===== config.mk =====
export PLATFORM = sky130hd
export DESIGN_NAME = axil_periph_demux
export DESIGN_NICKNAME = d
export VERILOG_FILES = /design/src/rtl/axil_demux_pkg.sv /design/src/rtl/axil_demux_wdog.sv /design/src/rtl/axil_periph_demux.sv
export SDC_FILE = /design/constraint.sdc
export NUM_CORES = 1
export LEC_CHECK = 0
export BUFFER_PORTS_ARGS = -buffer_cell sky130_fd_sc_hd__buf_2
export CORE_AREA = 10 10 219 221
export DETAILED_ROUTE_END_ITERATION = 10
export DIE_AREA = 0 0 229 231
export GPL_TIMING_DRIVEN = 0
export SLEW_MARGIN = 20
export SYNTH_ARGS = -nofsm -noshare
export SYNTH_HDL_FRONTEND = slang
export SYNTH_HIERARCHICAL = 1
export SYNTH_SLANG_ARGS = --single-unit

===== constraint.sdc =====
create_clock -name clk_i -period 5.9 [get_ports clk_i]
set_input_delay 0.885 -clock clk_i [delete_from_list [all_inputs] [get_ports clk_i]]
set_output_delay 0.885 -clock clk_i [all_outputs]
set_load 0.01 [all_outputs]

===== src/rtl/axil_demux_pkg.sv =====
// Shared types, response codes and address-decode helpers for the AXI4-Lite peripheral demux.
package axil_demux_pkg;

  typedef enum logic [1:0] {W_IDLE, W_FWD, W_WAITB, W_RESP} wr_state_e;
  typedef enum logic [1:0] {R_IDLE, R_FWD, R_WAITR, R_RESP} rd_state_e;

  localparam logic [1:0] RESP_OKAY   = 2'b00;
  localparam logic [1:0] RESP_SLVERR = 2'b10;
  localparam logic [1:0] RESP_DECERR = 2'b11;

  // Addresses are zero-extended to 64 bits so one helper serves every address width.
  function automatic logic addr_hit(input logic [63:0] addr, input logic [63:0] base,
                                    input int unsigned hi_lsb);
    return ((addr ^ base) >> hi_lsb) == 64'd0;
  endfunction

  function automatic logic [31:0] addr_idx(input logic [63:0] addr, input int unsigned lsb,
                                           input int unsigned idx_w);
    return 32'((addr >> lsb) & ((64'd1 << idx_w) - 64'd1));
  endfunction

endpackage


===== src/rtl/axil_demux_wdog.sv =====
// Transaction watchdog: counts enabled cycles since the last clear and flags the final allowed cycle.
module axil_demux_wdog #(
  parameter int unsigned TIMEOUT_CYCLES = 1024
) (
  input  logic clk_i,
  input  logic rst_i,
  input  logic clear_i,
  input  logic enable_i,
  output logic expire_o
);

  localparam int unsigned CNT_W = $clog2(TIMEOUT_CYCLES);

  logic [CNT_W-1:0] cnt_q;

  assign expire_o = enable_i && (cnt_q == CNT_W'(TIMEOUT_CYCLES - 1));

  always_ff @(posedge clk_i or posedge rst_i) begin
    if (rst_i) begin
      cnt_q <= '0;
    end else if (clear_i) begin
      cnt_q <= '0;
    end else if (enable_i && !expire_o) begin
      cnt_q <= cnt_q + 1'b1;
    end
  end

endmodule


===== src/rtl/axil_periph_demux.sv =====
// 1-to-SLAVE_NUM AXI4-Lite demux with local DECERR for unmapped addresses and watchdog SLVERR recovery.
module axil_periph_demux
  import axil_demux_pkg::*;
#(
  parameter int unsigned                 SLAVE_NUM        = 3,
  parameter int unsigned                 AXIL_ADDR_WIDTH  = 32,
  parameter int unsigned                 AXIL_DATA_WIDTH  = 32,
  parameter int unsigned                 SLAVE_ADDR_WIDTH = 12,
  parameter logic [AXIL_ADDR_WIDTH-1:0]  BASE_ADDR        = 32'h4000_0000,
  parameter int unsigned                 TIMEOUT_CYCLES   = 1024
) (
  input  logic                                              clk_i,
  input  logic                                              rst_i,
  // upstream
  input  logic [AXIL_ADDR_WIDTH-1:0]                        s_axil_awaddr_i,
  input  logic                                              s_axil_awvalid_i,
  output logic                                              s_axil_awready_o,
  input  logic [AXIL_DATA_WIDTH-1:0]                        s_axil_wdata_i,
  input  logic [AXIL_DATA_WIDTH/8-1:0]                      s_axil_wstrb_i,
  input  logic                                              s_axil_wvalid_i,
  output logic                                              s_axil_wready_o,
  output logic [1:0]                                        s_axil_bresp_o,
  output logic                                              s_axil_bvalid_o,
  input  logic                                              s_axil_bready_i,
  input  logic [AXIL_ADDR_WIDTH-1:0]                        s_axil_araddr_i,
  input  logic                                              s_axil_arvalid_i,
  output logic                                              s_axil_arready_o,
  output logic [AXIL_DATA_WIDTH-1:0]                        s_axil_rdata_o,
  output logic [1:0]                                        s_axil_rresp_o,
  output logic                                              s_axil_rvalid_o,
  input  logic                                              s_axil_rready_i,
  // downstream, index i = window i
  output logic [SLAVE_NUM-1:0][AXIL_ADDR_WIDTH-1:0]         m_axil_awaddr_o,
  output logic [SLAVE_NUM-1:0]                              m_axil_awvalid_o,
  input  logic [SLAVE_NUM-1:0]                              m_axil_awready_i,
  output logic [SLAVE_NUM-1:0][AXIL_DATA_WIDTH-1:0]         m_axil_wdata_o,
  output logic [SLAVE_NUM-1:0][AXIL_DATA_WIDTH/8-1:0]       m_axil_wstrb_o,
  output logic [SLAVE_NUM-1:0]                              m_axil_wvalid_o,
  input  logic [SLAVE_NUM-1:0]                              m_axil_wready_i,
  input  logic [SLAVE_NUM-1:0][1:0]                         m_axil_bresp_i,
  input  logic [SLAVE_NUM-1:0]                              m_axil_bvalid_i,
  output logic [SLAVE_NUM-1:0]                              m_axil_bready_o,
  output logic [SLAVE_NUM-1:0][AXIL_ADDR_WIDTH-1:0]         m_axil_araddr_o,
  output logic [SLAVE_NUM-1:0]                              m_axil_arvalid_o,
  input  logic [SLAVE_NUM-1:0]                              m_axil_arready_i,
  input  logic [SLAVE_NUM-1:0][AXIL_DATA_WIDTH-1:0]         m_axil_rdata_i,
  input  logic [SLAVE_NUM-1:0][1:0]                         m_axil_rresp_i,
  input  logic [SLAVE_NUM-1:0]                              m_axil_rvalid_i,
  output logic [SLAVE_NUM-1:0]                              m_axil_rready_o,
  output logic                                              dec_err_o,
  output logic                                              timeout_o
);

  localparam int unsigned IDX_W  = (SLAVE_NUM > 1) ? $clog2(SLAVE_NUM) : 1;
  localparam int unsigned HI_LSB = SLAVE_ADDR_WIDTH + IDX_W;

  // decode
  logic                 aw_hit, ar_hit;
  logic [IDX_W-1:0]     aw_idx, ar_idx;
  logic [SLAVE_NUM-1:0] aw_onehot, ar_onehot;

  always_comb begin
    aw_idx    = IDX_W'(addr_idx(64'(s_axil_awaddr_i), SLAVE_ADDR_WIDTH, IDX_W));
    ar_idx    = IDX_W'(addr_idx(64'(s_axil_araddr_i), SLAVE_ADDR_WIDTH, IDX_W));
    aw_hit    = addr_hit(64'(s_axil_awaddr_i), 64'(BASE_ADDR), HI_LSB) && (32'(aw_idx) < SLAVE_NUM);
    ar_hit    = addr_hit(64'(s_axil_araddr_i), 64'(BASE_ADDR), HI_LSB) && (32'(ar_idx) < SLAVE_NUM);
    aw_onehot = SLAVE_NUM'(1) << aw_idx;
    ar_onehot = SLAVE_NUM'(1) << ar_idx;
  end

  // write path state
  wr_state_e                    wr_state_q;
  logic [IDX_W-1:0]             w_idx_q;
  logic [AXIL_ADDR_WIDTH-1:0]   awaddr_q;
  logic [AXIL_DATA_WIDTH-1:0]   wdata_q;
  logic [AXIL_DATA_WIDTH/8-1:0] wstrb_q;
  logic [SLAVE_NUM-1:0]         awvalid_q, wvalid_q;
  logic [1:0]                   bresp_q;
  logic                         w_dec_q, w_to_q;
  logic                         w_expire, aw_done, w_done;

  // read path state
  rd_state_e                    rd_state_q;
  logic [IDX_W-1:0]             r_idx_q;
  logic [AXIL_ADDR_WIDTH-1:0]   araddr_q;
  logic [AXIL_DATA_WIDTH-1:0]   rdata_q;
  logic [SLAVE_NUM-1:0]         arvalid_q;
  logic [1:0]                   rresp_q;
  logic                         r_dec_q, r_to_q;
  logic                         r_expire;

  axil_demux_wdog #(.TIMEOUT_CYCLES(TIMEOUT_CYCLES)) u_wdog_wr (
    .clk_i    (clk_i),
    .rst_i    (rst_i),
    .clear_i  (wr_state_q == W_IDLE),
    .enable_i ((wr_state_q == W_FWD) || (wr_state_q == W_WAITB)),
    .expire_o (w_expire)
  );

  axil_demux_wdog #(.TIMEOUT_CYCLES(TIMEOUT_CYCLES)) u_wdog_rd (
    .clk_i    (clk_i),
    .rst_i    (rst_i),
    .clear_i  (rd_state_q == R_IDLE),
    .enable_i ((rd_state_q == R_FWD) || (rd_state_q == R_WAITR)),
    .expire_o (r_expire)
  );

  assign aw_done = !awvalid_q[w_idx_q] || m_axil_awready_i[w_idx_q];
  assign w_done  = !wvalid_q[w_idx_q]  || m_axil_wready_i[w_idx_q];

  always_ff @(posedge clk_i or posedge rst_i) begin
    if (rst_i) begin
      wr_state_q <= W_IDLE;
      w_idx_q    <= '0;
      awaddr_q   <= '0;
      wdata_q    <= '0;
      wstrb_q    <= '0;
      awvalid_q  <= '0;
      wvalid_q   <= '0;
      bresp_q    <= RESP_OKAY;
      w_dec_q    <= 1'b0;
      w_to_q     <= 1'b0;
    end else begin
      w_dec_q <= 1'b0;
      w_to_q  <= 1'b0;
      unique case (wr_state_q)
        W_IDLE: begin
          if (s_axil_awvalid_i && s_axil_wvalid_i) begin
            awaddr_q <= s_axil_awaddr_i;
            wdata_q  <= s_axil_wdata_i;
            wstrb_q  <= s_axil_wstrb_i;
            w_idx_q  <= aw_idx;
            if (aw_hit) begin
              awvalid_q  <= aw_onehot;
              wvalid_q   <= aw_onehot;
              wr_state_q <= W_FWD;
            end else begin
              bresp_q    <= RESP_DECERR;
              w_dec_q    <= 1'b1;
              wr_state_q <= W_RESP;
            end
          end
        end
        W_FWD: begin
          if (w_expire) begin
            awvalid_q  <= '0;
            wvalid_q   <= '0;
            bresp_q    <= RESP_SLVERR;
            w_to_q     <= 1'b1;
            wr_state_q <= W_RESP;
          end else begin
            if (m_axil_awready_i[w_idx_q]) awvalid_q <= '0;
            if (m_axil_wready_i[w_idx_q])  wvalid_q  <= '0;
            if (aw_done && w_done)         wr_state_q <= W_WAITB;
          end
        end
        W_WAITB: begin
          if (w_expire) begin
            bresp_q    <= RESP_SLVERR;
            w_to_q     <= 1'b1;
            wr_state_q <= W_RESP;
          end else if (m_axil_bvalid_i[w_idx_q]) begin
            bresp_q    <= m_axil_bresp_i[w_idx_q];
            wr_state_q <= W_RESP;
          end
        end
        W_RESP: begin
          if (s_axil_bready_i) wr_state_q <= W_IDLE;
        end
        default: wr_state_q <= W_IDLE;
      endcase
    end
  end

  always_ff @(posedge clk_i or posedge rst_i) begin
    if (rst_i) begin
      rd_state_q <= R_IDLE;
      r_idx_q    <= '0;
      araddr_q   <= '0;
      rdata_q    <= '0;
      arvalid_q  <= '0;
      rresp_q    <= RESP_OKAY;
      r_dec_q    <= 1'b0;
      r_to_q     <= 1'b0;
    end else begin
      r_dec_q <= 1'b0;
      r_to_q  <= 1'b0;
      unique case (rd_state_q)
        R_IDLE: begin
          if (s_axil_arvalid_i) begin
            araddr_q <= s_axil_araddr_i;
            r_idx_q  <= ar_idx;
            if (ar_hit) begin
              arvalid_q  <= ar_onehot;
              rd_state_q <= R_FWD;
            end else begin
              rresp_q    <= RESP_DECERR;
              rdata_q    <= '0;
              r_dec_q    <= 1'b1;
              rd_state_q <= R_RESP;
            end
          end
        end
        R_FWD: begin
          if (r_expire) begin
            arvalid_q  <= '0;
            rresp_q    <= RESP_SLVERR;
            rdata_q    <= '0;
            r_to_q     <= 1'b1;
            rd_state_q <= R_RESP;
          end else if (m_axil_arready_i[r_idx_q]) begin
            arvalid_q  <= '0;
            rd_state_q <= R_WAITR;
          end
        end
        R_WAITR: begin
          if (r_expire) begin
            rresp_q    <= RESP_SLVERR;
            rdata_q    <= '0;
            r_to_q     <= 1'b1;
            rd_state_q <= R_RESP;
          end else if (m_axil_rvalid_i[r_idx_q]) begin
            rresp_q    <= m_axil_rresp_i[r_idx_q];
            rdata_q    <= m_axil_rdata_i[r_idx_q];
            rd_state_q <= R_RESP;
          end
        end
        R_RESP: begin
          if (s_axil_rready_i) rd_state_q <= R_IDLE;
        end
        default: rd_state_q <= R_IDLE;
      endcase
    end
  end

  // Readys are gated with rst_i so nothing is accepted while reset is held.
  assign s_axil_awready_o = !rst_i && (wr_state_q == W_IDLE) && s_axil_awvalid_i && s_axil_wvalid_i;
  assign s_axil_wready_o  = s_axil_awready_o;
  assign s_axil_bvalid_o  = (wr_state_q == W_RESP);
  assign s_axil_bresp_o   = bresp_q;
  assign s_axil_arready_o = !rst_i && (rd_state_q == R_IDLE);
  assign s_axil_rvalid_o  = (rd_state_q == R_RESP);
  assign s_axil_rresp_o   = rresp_q;
  assign s_axil_rdata_o   = rdata_q;

  assign m_axil_awaddr_o  = {SLAVE_NUM{awaddr_q}};
  assign m_axil_wdata_o   = {SLAVE_NUM{wdata_q}};
  assign m_axil_wstrb_o   = {SLAVE_NUM{wstrb_q}};
  assign m_axil_araddr_o  = {SLAVE_NUM{araddr_q}};
  assign m_axil_awvalid_o = awvalid_q;
  assign m_axil_wvalid_o  = wvalid_q;
  assign m_axil_arvalid_o = arvalid_q;

  // In IDLE every slave is drained so a late response from a timed-out slave cannot linger.
  always_comb begin
    m_axil_bready_o = '0;
    m_axil_rready_o = '0;
    for (int unsigned i = 0; i < SLAVE_NUM; i++) begin
      m_axil_bready_o[i] = !rst_i && ((wr_state_q == W_IDLE) ||
                           ((wr_state_q == W_WAITB) && (w_idx_q == IDX_W'(i))));
      m_axil_rready_o[i] = !rst_i && ((rd_state_q == R_IDLE) ||
                           ((rd_state_q == R_WAITR) && (r_idx_q == IDX_W'(i))));
    end
  end

  assign dec_err_o = w_dec_q || r_dec_q;
  assign timeout_o = w_to_q || r_to_q;

endmodule


# Word-level counts from Yosys, hierarchy flattened
# Cells that the tools add are included.
op_classes:
  n_addsub: 2
  magnitude_cmp: 4
  n_eq_ne: 28
  n_shift: 2
  mux: 81
  n_bitwise: 2
  reduce_logical: 64
op_table:
  columns: ["op", "n"]
  rows:
  - ["$mux 32", 6]
  - ["$logic_not 64->1", 2]
  - ["$pmux 32 s3", 1]
  - ["$bmux 32 s2", 1]
  - ["$mux 2", 26]
  - ["$mux 10", 4]
  - ["$mux 3", 10]
  - ["$logic_and 1x1->1", 24]
  - ["$add 10x1->10 const B", 2]
  - ["$eq 10x10->1 const B", 2]
  - ["$reduce_and 4->1", 5]
  - ["$pmux 3 s2", 3]
  - ["$mux 1", 17]
  - ["$pmux 2 s4", 2]
  - ["$bmux 1 s2", 7]
  - ["$eq 2x2->1 const B", 6]
  - ["$logic_or 1x1->1", 12]
  - ["$ne 2x2->1 const B", 6]
  - ["$ne 3x1->1 const B", 4]
  - ["$pmux 2 s3", 2]
  - ["$reduce_and 5->1", 2]
  - ["$bmux 2 s2", 2]
  - ["$eq 2x1->1 const B", 4]
  - ["$logic_not 2->1", 4]
  - ["other kinds (11)", 29]
totals:
  register_bits: 177
  out_inout_bits: 358
  elab_cells: 203

# Logic depth before layout (Yosys ltp)
depth:
  depth_word: 8
  depth_mapped: 11
  depth_no_buf: 8

# By module
# Netlist, hierarchy kept.
modules_own_cells:
  columns: ["module", "instances", "cells_each", "area_per_inst_um2"]
  rows:
  - ["axil_periph_demux", 1, 806, 8816.0]
  - ["axil_demux_wdog", 2, 59, 564.3]

# Worst setup path after synthesis
# Ideal clock, no wire load.
synth_timing:
  path_type: "register to register"
  startpoint: "register u_wdog_rd.cnt_q[2]"
  endpoint: "register rdata_q[19], in the netlist s_axil_rdata_o[19]"
  arrival_ns: 2.504
  path_slack_ns: 3.271
  stages_incl_launch_ff: 12
  period_less_slack_ns: 2.629
  cell_sequence: "dfrtp_1 and4_1 buf_6 and4_4 and2_2 nand2b_1 buf_2 a221o_2 nand2_1 nor4b_4 buf_6 mux2_2"
synth_via:
  elab_chain_len: 4
  elab_cells_between_ends: 7
  cone_classes: "eq/ne: 3; mux: 2; reduce/logical: 2"
synth_lines:
  columns: ["element", "line", "rtl"]
  rows:
  - ["from (decl)", "axil_demux_wdog.sv:14", "logic [CNT_W-1:0] cnt_q;"]
  - ["from (signal assigned)", "axil_demux_wdog.sv:24", "cnt_q <= cnt_q + 1'b1;"]
  - ["$eq 10x10->1 *", "axil_demux_wdog.sv:16", "assign expire_o = enable_i && (cnt_q == CNT_W'(TIMEOUT_CYCLES - 1));"]
  - ["$logic_and 1x1->1 *", "axil_demux_wdog.sv:16", null]
  - ["net r_expire", "axil_periph_demux.sv:90", "logic r_expire;"]
  - ["$ne 3x2->1 (no line), or another cell as far along", null, null]
  - ["$reduce_and 5->1 (no line) / $pmux 32 s3 (equally long branches)", null, null]
  - ["to (signal assigned)", "axil_periph_demux.sv:224", "rdata_q <= m_axil_rdata_i[r_idx_q];"]
  - ["to (decl)", "axil_periph_demux.sv:86", "logic [AXIL_DATA_WIDTH-1:0] rdata_q;"]
# The timed path passes the listed nets; every way through them passes the cells marked *.
# A chain may end at the register's enable or synchronous reset.

# Worst setup path after layout
layout_timing:
  startpoint: "register wr_state_q[0]"
  endpoint: "output s_axil_wready_o"
layout_via:
  elab_chain_len: 4
layout_lines:
  columns: ["element", "line", "rtl"]
  rows:
  - ["from (decl)", "axil_periph_demux.sv:72", "wr_state_e wr_state_q;"]
  - ["from (signal assigned)", "axil_periph_demux.sv:113", "wr_state_q <= W_IDLE;"]
  - ["from (signal assigned)", "axil_periph_demux.sv:136", "wr_state_q <= W_FWD;"]
  - ["from (signal assigned)", "axil_periph_demux.sv:140", "wr_state_q <= W_RESP;"]
  - ["$logic_not 2->1", "axil_periph_demux.sv:237", "assign s_axil_awready_o = !rst_i && (wr_state_q == W_IDLE) && s_axil_awvalid_i && s_axil_wvalid_i;"]
  - ["$logic_and 1x1->1 (3 in a row)", "axil_periph_demux.sv:237", null]
  - ["to (decl)", "axil_periph_demux.sv:21", "output logic s_axil_wready_o,"]
# Every way passes these cells.

==> flow_summary.json <==
{
  "p_leak_nw": 7.68,
  "syn_inst": 924,
  "drive_gt1_share_pct": 63.5,
  "nNetsFinal": 1771,
  "ctsHoldBuffers": 0,
  "slowest_stage": "clkbuf_1",
  "total_power_w": 0.00839,
  "wl_per_cell_um": 18.8,
  "nFillCells": 4660,
  "core_area_um2": 43700,
  "post_cts_buffers": 0,
  "cts-root-buf": "clkbuf_16",
  "first_iter_violations": 584,
  "setup_violations": 0,
  "clk_path_buf_depth": 2,
  "layout_common_cells": "594 x buf_2, 202 x buf_4, 173 x dfrtp_1, 132 x mux2_2, 91 x nor2_1",
  "final_common_cell": "buf_2",
  "syn_area_um2": 9940,
  "synth_fp_nets": 1164,
  "synthToLayoutAreaGrowth_pct": 43.2,
  "hold_path_class": "primary input to asynchronous set/reset pin",
  "cap_violations": 0,
  "place_congestion": 0.915,
  "cts.repair.resized": 0,
  "first_global_vias": 8991,
  "synth_edf_count": 0,
  "fmax_ghz": 0.287,
  "hold_violations": 0,
  "track_usage_pct": 14.2,
  "rsz0062_at_grt": "false",
  "clock_skew_ns": 0.0185,
  "period_share_pct": 59.1,
  "path_cells": "inv_1, ha_1, nand3_1, clkbuf_1, nor2_1, buf_4, buf_2",
  "critPathCaptureType": "output pin",
  "portBuffers": 587,
  "slew_violations": 0,
  "crit_path_max_incr_delay_ns": 0.56,
  "ys.flop_type": "dfrtp_1",
  "period_needed_ns": 3.49,
  "cts_tree": "done",
  "rows": 77,
  "cp_data_arrival_time_ns": 2.60,
  "pin_count": 588,
  "yosysUniqueCellTypes": 56,
  "path_max_fanout": 10,
  "ant_nets": 0,
  "ys_async_sr_fraction_pct": 100,
  "start_util_pct": 22.7,
  "numCtsBuffers": 17,
  "yosys.area.top_type": "dfrtp_1",
  "h-tree-depth": 4,
  "cp-start-kind": "register",
  "ys_warn_count": 6,
  "die_y_um": 231,
  "worst_pin_slew_ns": 0.853,
  "ys_ff_latch": 173,
  "cp.required_ns": 5.02,
  "fin_tns_setup_ns": 0,
  "register_area_um2": 4330,
  "clock_sinks": 173,
  "status": "finished, final reports clean",
  "dp_hpwl_um": 34000,
  "synthTopCellsByArea": "dfrtp_1 44%, buf_4 15%, mux2_2 15%",
  "ys_seq_area_share_pct": 43.5,
  "dp.cells": 2104,
  "gr-total-overflow": 0,
  "fp.dieW_um": 229,
  "syn_avg_cell_area_um2": 10.8,
  "grt_pass1_wl_um": 58000,
  "cp.buffers_inverters": 4,
  "crit_type": "register to output pin",
  "max_slew_margin_pct": 43.1,
  "stdcell_count": 2137,
  "antenna_found_initial": 7,
  "clk_latency_ns": 0.44,
  "power_density_nw_per_um2": 589,
  "final_util_pct": 32.6,
  "first_pass_iters": 4,
  "multi_input_area_um2": 3820,
  "drt_wl_total_um": 40300,
  "route.detailed.drc": 0,
  "die-area_um2": 52900,
  "clk_pin_slew_ns": 0.08,
  "grt_max_degree": 85,
  "crit_family": "buffers and inverters",
  "yosysTopAreaCellShare_pct": 43.5,
  "vias_per_cell": 4.18,
  "vias": 8930,
  "irDropWorstVdd_mv": 0.243
}
layout make-up:
class / count / area share [%]
flip-flops and latches: 173 / 30.4
multi-input cells: 487 / 26.8
repair buffers: 588 / 20.8
plain buffers: 244 / 12.1
well taps: 592 / 5.20
clock buffers: 18 / 3.08
clock inverters: 14 / 0.993
inverters: 20 / 0.580
diodes: 1 / 0.0176
synth_stat cells (all sizes together) (2+ instances only):
master / count
o2bb2ai: 3
buf: 218
mux2i: 50
a41oi: 2
a211oi: 4
o211ai: 2
and4: 4
nand3: 9
or2: 2
and3: 9
a211o: 3
clkbuf: 26
o2111ai: 2
o22a: 2
mux2: 142
nor2b: 4
inv: 20
o22ai: 2
dfrtp: 173
nor3b: 2
nand2: 16
and2: 6
a31oi: 15
nand4: 5
nor4bb: 2
o21ai: 10
nor2: 91
ha: 10
a2111oi: 2
nand2b: 6
or3: 4
xnor2: 6
a311oi: 2
nor4: 7
nand3b: 4
o21a: 2
a21oi: 41
nor3: 4
nor4b: 4
cells by family (layout without fill, tap and decap cells):
family | count (synthesis) | count (layout) | synth area share [%]
AO/OA/AOI/OAI | 99 | 99 | 6.38
flip-flops | 173 | 173 | 43.5
buffers and inverters | 264 | 884 | 18.1
adder cells (fa/ha/maj) | 10 | 10 | 1.26
other | 0 | 1 | 0
multiplexers | 192 | 192 | 21.1
XOR/XNOR | 6 | 6 | 0.528
AND/OR/NAND/NOR | 180 | 180 | 9.13
registers in the layout (all words and copies together) (netlist names), 2 cells and up:
signal	cells
m_axil_wvalid_o	3
m_axil_arvalid_o	3
u_wdog_rd/cnt_q	10
wdata_q	32
wr_state_q	2
awaddr_q	31
wstrb_q	4
m_axil_awvalid_o	3
rd_state_q	2
u_wdog_wr/cnt_q	10
araddr_q	31
s_axil_rresp_o	2
s_axil_rdata_o	32
s_axil_bresp_o	2
through the flow:
stage	cell area, um^2	setup WS (ns)	hold slack (ns)
floorplan	9940	0.708	0.476
global placement	13600	-1.81	0.467
detailed placement	13700	2.55	0.472
CTS	14200	2.35	0.476
global route	14200	2.27	0.492
finish	14200	2.41	0.469
layer usage:
layer / global-route usage [%] / wire (um) / vias to the layer above
met4: 3.17 / 445 / 6
met2: 25.0 / 20800 / 273
li1: - / - / 4214
met5: 0 / 36 / -
met1: 17.0 / 16500 / 4416
met3: 3.77 / 2520 / 21
report_power, final:
group	switching, W	leakage (nW)	internal (W)
logic	0.00242	5.21	0.00257
registers	0.000570	2.17	0.00172
clock network	0.000545	0.290	0.000577
total	0.00353	7.68	0.00486
final timing paths:
| path | end | depth (start not counted) | slack [ns] | start |
|---|---|---|---|---|
| max reg2reg | s_axil_rdata_o[25]$_DFFE_PP0P_ | 10 | 2.82 | rd_state_q[1]$_DFFE_PP0P_ |
| max | s_axil_wready_o | 7 | 2.41 | wr_state_q[0]$_DFFE_PP0P_ |
| min reg2reg | s_axil_rdata_o[31]$_DFFE_PP0P_ | 1 | 0.49 | s_axil_rdata_o[31]$_DFFE_PP0P_ |
| min in group clk_i | s_axil_rdata_o[31]$_DFFE_PP0P_ | 1 | 0.49 | s_axil_rdata_o[31]$_DFFE_PP0P_ |
| max in group asynchronous | wr_state_q[1]$_DFFE_PP0P_ | 4 | 4.05 | rst_i |
| min | u_wdog_wr/cnt_q[6]$_DFFE_PP0P_ | 2 | 0.47 | rst_i |
No activity file was read; power rests on OpenSTA's default activity.
